File: config.mk
export PLATFORM = sky130hd
export DESIGN_NAME = voice_mix_sequencer
export DESIGN_NICKNAME = d
export VERILOG_FILES = /design/src/rtl/voice_mix_sequencer.sv
export SDC_FILE = /design/constraint.sdc
export NUM_CORES = 1
export LEC_CHECK = 0
export BUFFER_PORTS_ARGS = -buffer_cell sky130_fd_sc_hd__buf_2
export CORE_UTILIZATION = 45
export DETAILED_ROUTE_END_ITERATION = 8
export GPL_ROUTABILITY_DRIVEN = 1
export PLACE_DENSITY = 0.67
export SYNTH_ARGS = -nofsm -noshare
export SYNTH_HDL_FRONTEND = slang
export SYNTH_SLANG_ARGS = --single-unit
File: constraint.sdc
create_clock -name clk -period 1.9 [get_ports clk]
set_input_delay 0.38 -clock clk [delete_from_list [all_inputs] [get_ports clk]]
set_output_delay 0.38 -clock clk [all_outputs]
set_load 0.1 [all_outputs]
File: src/rtl/voice_mix_sequencer.sv
// Per-sample voice scheduler: divides clk down to the sample tick, walks each voice
// through the shared datapath, and emits one saturated mixed sample per tick.
module voice_mix_sequencer #(
  parameter int NUM_VOICES = 3,
  parameter int SAMPLE_DIV = 1000,
  parameter int VOICE_W    = 12,
  parameter int MIX_W      = 12
) (
  input  logic                      clk,
  input  logic                      rst,
  input  logic                      ena,
  input  logic [NUM_VOICES-1:0]     voice_mute,
  output logic [1:0]                voice_sel,
  output logic                      voice_start,
  input  logic                      voice_done,
  input  logic signed [VOICE_W-1:0] voice_data,
  output logic signed [MIX_W-1:0]   mix_out,
  output logic                      mix_valid,
  output logic                      busy,
  output logic                      overrun,
  input  logic                      overrun_clr
);

  localparam int ACC_W = VOICE_W + 2;
  localparam int CNT_W = $clog2(SAMPLE_DIV);
  localparam logic [CNT_W-1:0] CNT_LAST = CNT_W'(SAMPLE_DIV - 1);
  localparam logic [1:0] LAST_IDX = 2'(NUM_VOICES - 1);
  localparam logic signed [ACC_W-1:0] SAT_HI = ACC_W'(2 ** (MIX_W - 1) - 1);
  localparam logic signed [ACC_W-1:0] SAT_LO = ACC_W'(-(2 ** (MIX_W - 1)));

  typedef enum logic [1:0] {IDLE, ISSUE, WAIT, DONE} state_t;

  function automatic logic signed [ACC_W-1:0] ext_voice(input logic signed [VOICE_W-1:0] v);
    return ACC_W'(v);
  endfunction

  function automatic logic signed [MIX_W-1:0] sat_mix(input logic signed [ACC_W-1:0] a);
    if (a > SAT_HI) return SAT_HI[MIX_W-1:0];
    if (a < SAT_LO) return SAT_LO[MIX_W-1:0];
    return a[MIX_W-1:0];
  endfunction

  state_t                    state_q, state_d;
  logic [CNT_W-1:0]          cnt_q, cnt_d;
  logic [1:0]                idx_q, idx_d;
  logic signed [ACC_W-1:0]   acc_q, acc_d;
  logic signed [MIX_W-1:0]   mix_out_q, mix_out_d;
  logic                      mix_valid_q, mix_valid_d;
  logic                      voice_start_q, voice_start_d;
  logic                      busy_q, busy_d;
  logic                      overrun_q, overrun_d;
  logic                      tick;
  logic [3:0]                mute_ext;

  assign mute_ext = 4'(voice_mute);
  assign tick     = ena && (cnt_q == CNT_LAST);

  always_comb begin
    state_d       = state_q;
    cnt_d         = cnt_q;
    idx_d         = idx_q;
    acc_d         = acc_q;
    mix_out_d     = mix_out_q;
    mix_valid_d   = 1'b0;
    voice_start_d = 1'b0;
    overrun_d     = overrun_q;

    if (ena) cnt_d = tick ? '0 : cnt_q + CNT_W'(1);

    case (state_q)
      IDLE: begin
        if (tick) begin
          state_d       = ISSUE;
          acc_d         = '0;
          idx_d         = '0;
          voice_start_d = 1'b1;
        end
      end
      ISSUE: state_d = WAIT;
      WAIT: begin
        if (voice_done) begin
          if (!mute_ext[idx_q]) acc_d = acc_q + ext_voice(voice_data);
          if (idx_q == LAST_IDX) begin
            state_d = DONE;
          end else begin
            idx_d         = idx_q + 2'd1;
            state_d       = ISSUE;
            voice_start_d = 1'b1;
          end
        end
      end
      DONE: begin
        state_d     = IDLE;
        mix_out_d   = sat_mix(acc_q);
        mix_valid_d = 1'b1;
      end
      default: state_d = IDLE;
    endcase

    // a tick arriving mid-sequence is dropped; setting beats a same-cycle clear
    if (overrun_clr) overrun_d = 1'b0;
    if (tick && state_q != IDLE) overrun_d = 1'b1;

    busy_d = (state_d != IDLE);
  end

  always_ff @(posedge clk) begin
    if (rst) begin
      state_q       <= IDLE;
      cnt_q         <= '0;
      idx_q         <= '0;
      acc_q         <= '0;
      mix_out_q     <= '0;
      mix_valid_q   <= 1'b0;
      voice_start_q <= 1'b0;
      busy_q        <= 1'b0;
      overrun_q     <= 1'b0;
    end else begin
      state_q       <= state_d;
      cnt_q         <= cnt_d;
      idx_q         <= idx_d;
      acc_q         <= acc_d;
      mix_out_q     <= mix_out_d;
      mix_valid_q   <= mix_valid_d;
      voice_start_q <= voice_start_d;
      busy_q        <= busy_d;
      overrun_q     <= overrun_d;
    end
  end

  assign voice_sel   = idx_q;
  assign voice_start = voice_start_q;
  assign mix_out     = mix_out_q;
  assign mix_valid   = mix_valid_q;
  assign busy        = busy_q;
  assign overrun     = overrun_q;

endmodule

== Word-level counts from Yosys, hierarchy flattened ==
Cells that the tools add are included.
Storage, ports and cells
  register bits after elaboration: 44
  input bits: 20
  output and inout port bits: 18
  word-level logic and storage cells: 64
Operators by class
  add/subtract/negate cells: 3
  order comparisons: 3
  equal/unequal tests: 9
  multiplexer cells: 31
  reduce and logical (&&, ||, !) cells: 9
Operators with widths (count)
  12-bit 2-to-1 mux: 4
  14-bit 2-to-1 mux: 3
  14-bit case mux with 2 select lines: 1
  14-bit by 12-bit adder with 14-bit output: 1
  14-bit by 12-bit > comparator with 1-bit output (second input constant): 1
  14-bit by 12-bit < comparator with 1-bit output (second input constant): 1
  1-bit 2-to-1 mux: 12
  2-bit 2-to-1 mux: 6
  10-bit by 1-bit adder with 10-bit output (second input constant): 1
  10-bit == test (second input constant): 1
  10-bit 2-to-1 mux: 1
  2-bit inequality test (second input constant): 4
  2-bit case mux with 4 select lines: 1
  4-bit AND reduction: 2
  2-bit nonzero test: 4
  2-bit == test (second input constant): 3
  2-bit case mux with 2 select lines: 1
  2-bit by 3-bit < comparator with 1-bit output (second input constant): 1
  2-bit by 1-bit adder with 2-bit output (second input constant): 1
  1-bit binary-select mux with 2-bit select: 1
  2-bit by 1-bit == test with 1-bit output (second input constant): 1
  1-bit logical AND: 2
  2-bit logical NOT: 1
  1-bit case mux with 2 select lines: 1

== Longest topological paths before layout ==
  word-level depth: 7
  gate-level depth with buffers: 10
  depth with buffers taken out: 10

== Least setup slack after synthesis ==
No wires, ideal clock.
  path type: flip-flop to flip-flop
  from: register idx_q[0], in the netlist voice_sel[0]
  to: register acc_q[13]
  arrival time: 2.144 ns
  slack: -0.319 ns
  stages on the path, launching flop included: 7
  clock period less this slack: 2.219 ns
  cells stage by stage: dfxtp_1 inv_1 nand3_1 o211ai_2 nor3_2 a21oi_1 o22ai_1
On the way
  word-level cells in the longest chain between the ends: 4
Ends and longest elaborated chain
  start, declared: line 45  | logic [1:0] idx_q, idx_d;
  start signal, assigned: line 121  | idx_q <= idx_d;
  1-bit binary-select mux with 2-bit select: line 82  | if (!mute_ext[idx_q]) acc_d = acc_q + ext_voice(voice_data);
  1-bit 2-to-1 mux (implied by the code): line 82
  2-bit inequality test (no line)
  4-bit AND reduction (no line)
  end signal, assigned: line 112  | acc_q <= '0;
  end signal, assigned: line 122  | acc_q <= acc_d;
  end, declared: line 46  | logic signed [ACC_W-1:0] acc_q, acc_d;
Every way passes these cells. The select of a mux whose other input is x is not followed.
A chain may end at the register's enable or synchronous reset.

== Worst setup path after layout ==
  from: register acc_q[0]
  to: register acc_q[12]
On the way
  word-level cells in the longest chain between the ends: 4
Ends and longest elaborated chain
  14-bit by 12-bit adder with 14-bit output: line 82
  14-bit 2-to-1 mux: line 82
  14-bit 2-to-1 mux: line 81  | if (voice_done) begin
  14-bit case mux with 2 select lines: line 70  | case (state_q)
Every way passes these cells. The select of a mux whose other input is x is not followed.

==> impl_metrics.toml <==
[run_status]
status = "complete, but fails checks"
violations = "setup timing"

[timing]
tightestPinTransition_ns = 0.6260
maxSlewHeadroom_pct = 58.12
period_minus_slack_ns = 1.928
max_freq_mhz = 518.7
setup_viol = 1
fin_ws_ns = -0.02798
setup_tns_ns = -0.02798
period_share_pct = 101.5
skew_ns = 0.01283
rsz0062_at_grt = "true"
hold_viol = 0
maxSlewViolCount = 0

[global_route]
grt_pass1_wl_um = 8970
antenna_found_initial = 0
overflow = 0
grtUsageTotal_pct = 21.54
grt_pass1_vias = 1958
grt_max_degree = 24

[worst_setup_path]
worstSetupPathType = "flop to flop"
worstPathRequired_ns = 2.16
start_kind = "flop"
arrival_ns = 2.18
critPathCaptureType = "flop"
critical_path_peak_fanout = 3

[clock_tree]
hold_buffers = 0
clock-sinks = 44
clkTransAtPathRegs_ns = 0.09
worstSkewPairLatency_ns = 0.31
h-tree-depth = 2
numCtsBuffers = 5
clockRootBuffer = "clkbuf_8"
cts_tree = "yes"
clock_path_buffers = 2

[logic_synthesis]
ys_warn_count = 0
synth_seq_cells = 44
ys_seq_area_share_pct = 37.79
synthSimpleGateAreaFrac_pct = 23.08
muxShareOfSynthArea_pct = 1.288
synth_edf_count = 0
synth_top_family_by_area = "simple AND/OR/NAND/NOR gates"
syn_area_um2 = 2331
syn_avg_cell_area_um2 = 8.355
synth-compound-area-share_pct = 19.22
synth_nets = 315
synth-async-reset-ratio_pct = 0
synthCells = 279
synthFlopType = "dfxtp_1"
synthAdderAreaFrac_pct = 8.910
synthDistinctLibCells = 46
synth_xor_area_share_pct = 6.763

[cells_and_area]
final_common_cell = "buf_4"
multiInputGateArea_um2 = 1508
diodes = 0
seq_area_um2 = 890.9
syn2layout_area_growth_pct = 35.37
drive_gt1_share_pct = 35.71
fin_nets = 399
fin_util_pct = 65.08
final_cell_mix = "buf_4, nor2_1, buf_2"
filler_cell_count = 440

[route]
first_iter_violations = 82
drt_pass1_iterations = 4
viasPerCell = 4.993
drc = 0
routed_wl_um = 5382
vias = 2152
ant_nets = 0
wl_per_cell_um = 12.49

[floorplan]
rows = 25
dieArea_um2 = 5472
core_area_um2 = 4848
start_util_pct = 48.08
io_pins = 38
fp.dieH_um = 73.97
die_w_um = 73.97

[min_path]
hold_class = "input pin to flop"

[flow_run]
drv_cap = 0

[place]
hpwl_um = 4042
gp_congestion = 0.8291
place_ws_ns = -0.2363
port_buffers = 37

[power]
vdd_drop_max_mv = 0.2669
power_mw = 1.690
leakagePower_nw = 1.318
p_per_area_nw_per_um2 = 535.6
[cell type report]
cell class / instances / area share [%]
Sequential cell: 44 / 28.23
Clock inverter: 1 / 0.2379
Timing Repair Buffer: 85 / 17.29
Tap cell: 67 / 2.657
Clock buffer: 7 / 2.736
Inverter: 9 / 1.071
Multi-Input combinational cell: 218 / 47.78
[layer usage]
metal  track usage (%)  wire [um]  up-vias
met5                 0          0        -
met4             8.974         83        0
met3             3.388        173        8
met2             31.72       2351       37
met1             31.30       2773      968
li1                  -          -     1139
[worst max-delay path, stage by stage, from the launching register on]
cell and delay (ns):
dfxtp_2 0.36, ha_4 0.13, inv_2 0.03, fa_2 0.32
nor2b_1 0.11, o21a_1 0.17, o21ai_2 0.07, and2_4 0.16
o31ai_4 0.17, xor2_1 0.19, a22o_1 0.16
[per-stage QoR]
step | hold slack [ns] | std cells | area, um2
floorplan | 0.4618 | 279 | 2396
global placement | 0.4345 | 418 | 2953
detailed placement | 0.4362 | 418 | 2953
CTS | 0.3387 | 427 | 3062
global route | 0.3414 | 431 | 3156
finish | 0.3319 | 431 | 3156
[worst paths after layout]
path               startpoint          to  slack (ns)  cells past startpoint
setup reg to reg     acc_q[0]   acc_q[12]       -0.03                     10
hold / removal    overrun_clr     overrun        0.33                      3
setup / recovery     acc_q[0]   acc_q[12]       -0.03                     10
hold reg to reg    mix_out[5]  mix_out[5]        0.44                      2
[Yosys cell counts, types with 2 or more instances]
master / number / area, um2
o21bai_1: 2 / 15.01
clkbuf_1: 6 / 22.52
ha_1: 15 / 187.7
mux2i_1: 3 / 30.03
nand3_1: 6 / 30.03
dfxtp_1: 44 / 880.8
xor2_1: 9 / 78.83
a21oi_1: 19 / 95.09
a21oi_2: 3 / 26.28
o31ai_1: 2 / 15.01
a22o_1: 8 / 70.07
xnor2_1: 9 / 78.83
nand4b_1: 2 / 17.52
nor3_2: 2 / 20.02
and2_1: 2 / 12.51
nor2b_1: 3 / 18.77
nor2_1: 47 / 176.4
nor3_1: 4 / 20.02
nand2_1: 32 / 120.1
nand4_1: 5 / 31.28
nand2b_1: 5 / 31.28
o21a_1: 2 / 15.01
a22oi_1: 2 / 15.01
inv_1: 9 / 33.78
o21ai_1: 16 / 80.08
a21o_1: 2 / 15.01
[logic make-up (layout without fill, tap and decap cells)]
| group | Yosys count | after routing |
|---|---|---|
| buffers and inverters | 17 | 102 |
| XOR/XNOR | 18 | 18 |
| AO/OA/AOI/OAI | 66 | 66 |
| flip-flops | 44 | 44 |
| multiplexers | 3 | 3 |
| adder cells (fa/ha/maj) | 16 | 16 |
| AND/OR/NAND/NOR | 115 | 115 |
[power by group]
| group | switching, mW | internal [mW] | total (mW) |
|---|---|---|---|
| clock | 0.330 | 0.296 | 0.626 |
| sequential | 0.00442 | 0.925 | 0.930 |
| combinational | 0.0704 | 0.0641 | 0.135 |
[registers in the layout, indices dropped and copies added, names as in the netlist]
signal,count
mix_out,12
cnt_q,10
mix_valid,1
overrun,1
voice_start,1
acc_q,14
voice_sel,2
busy,1
state_q,2
[timing repair]
item                       4_1_cts  5_1_grt
setup endpoints to repair        6       12
resized for setup                3       15
setup buffers                    1        4
pin swaps                        7       12
Note: power is estimated with default switching activity, not from simulation.
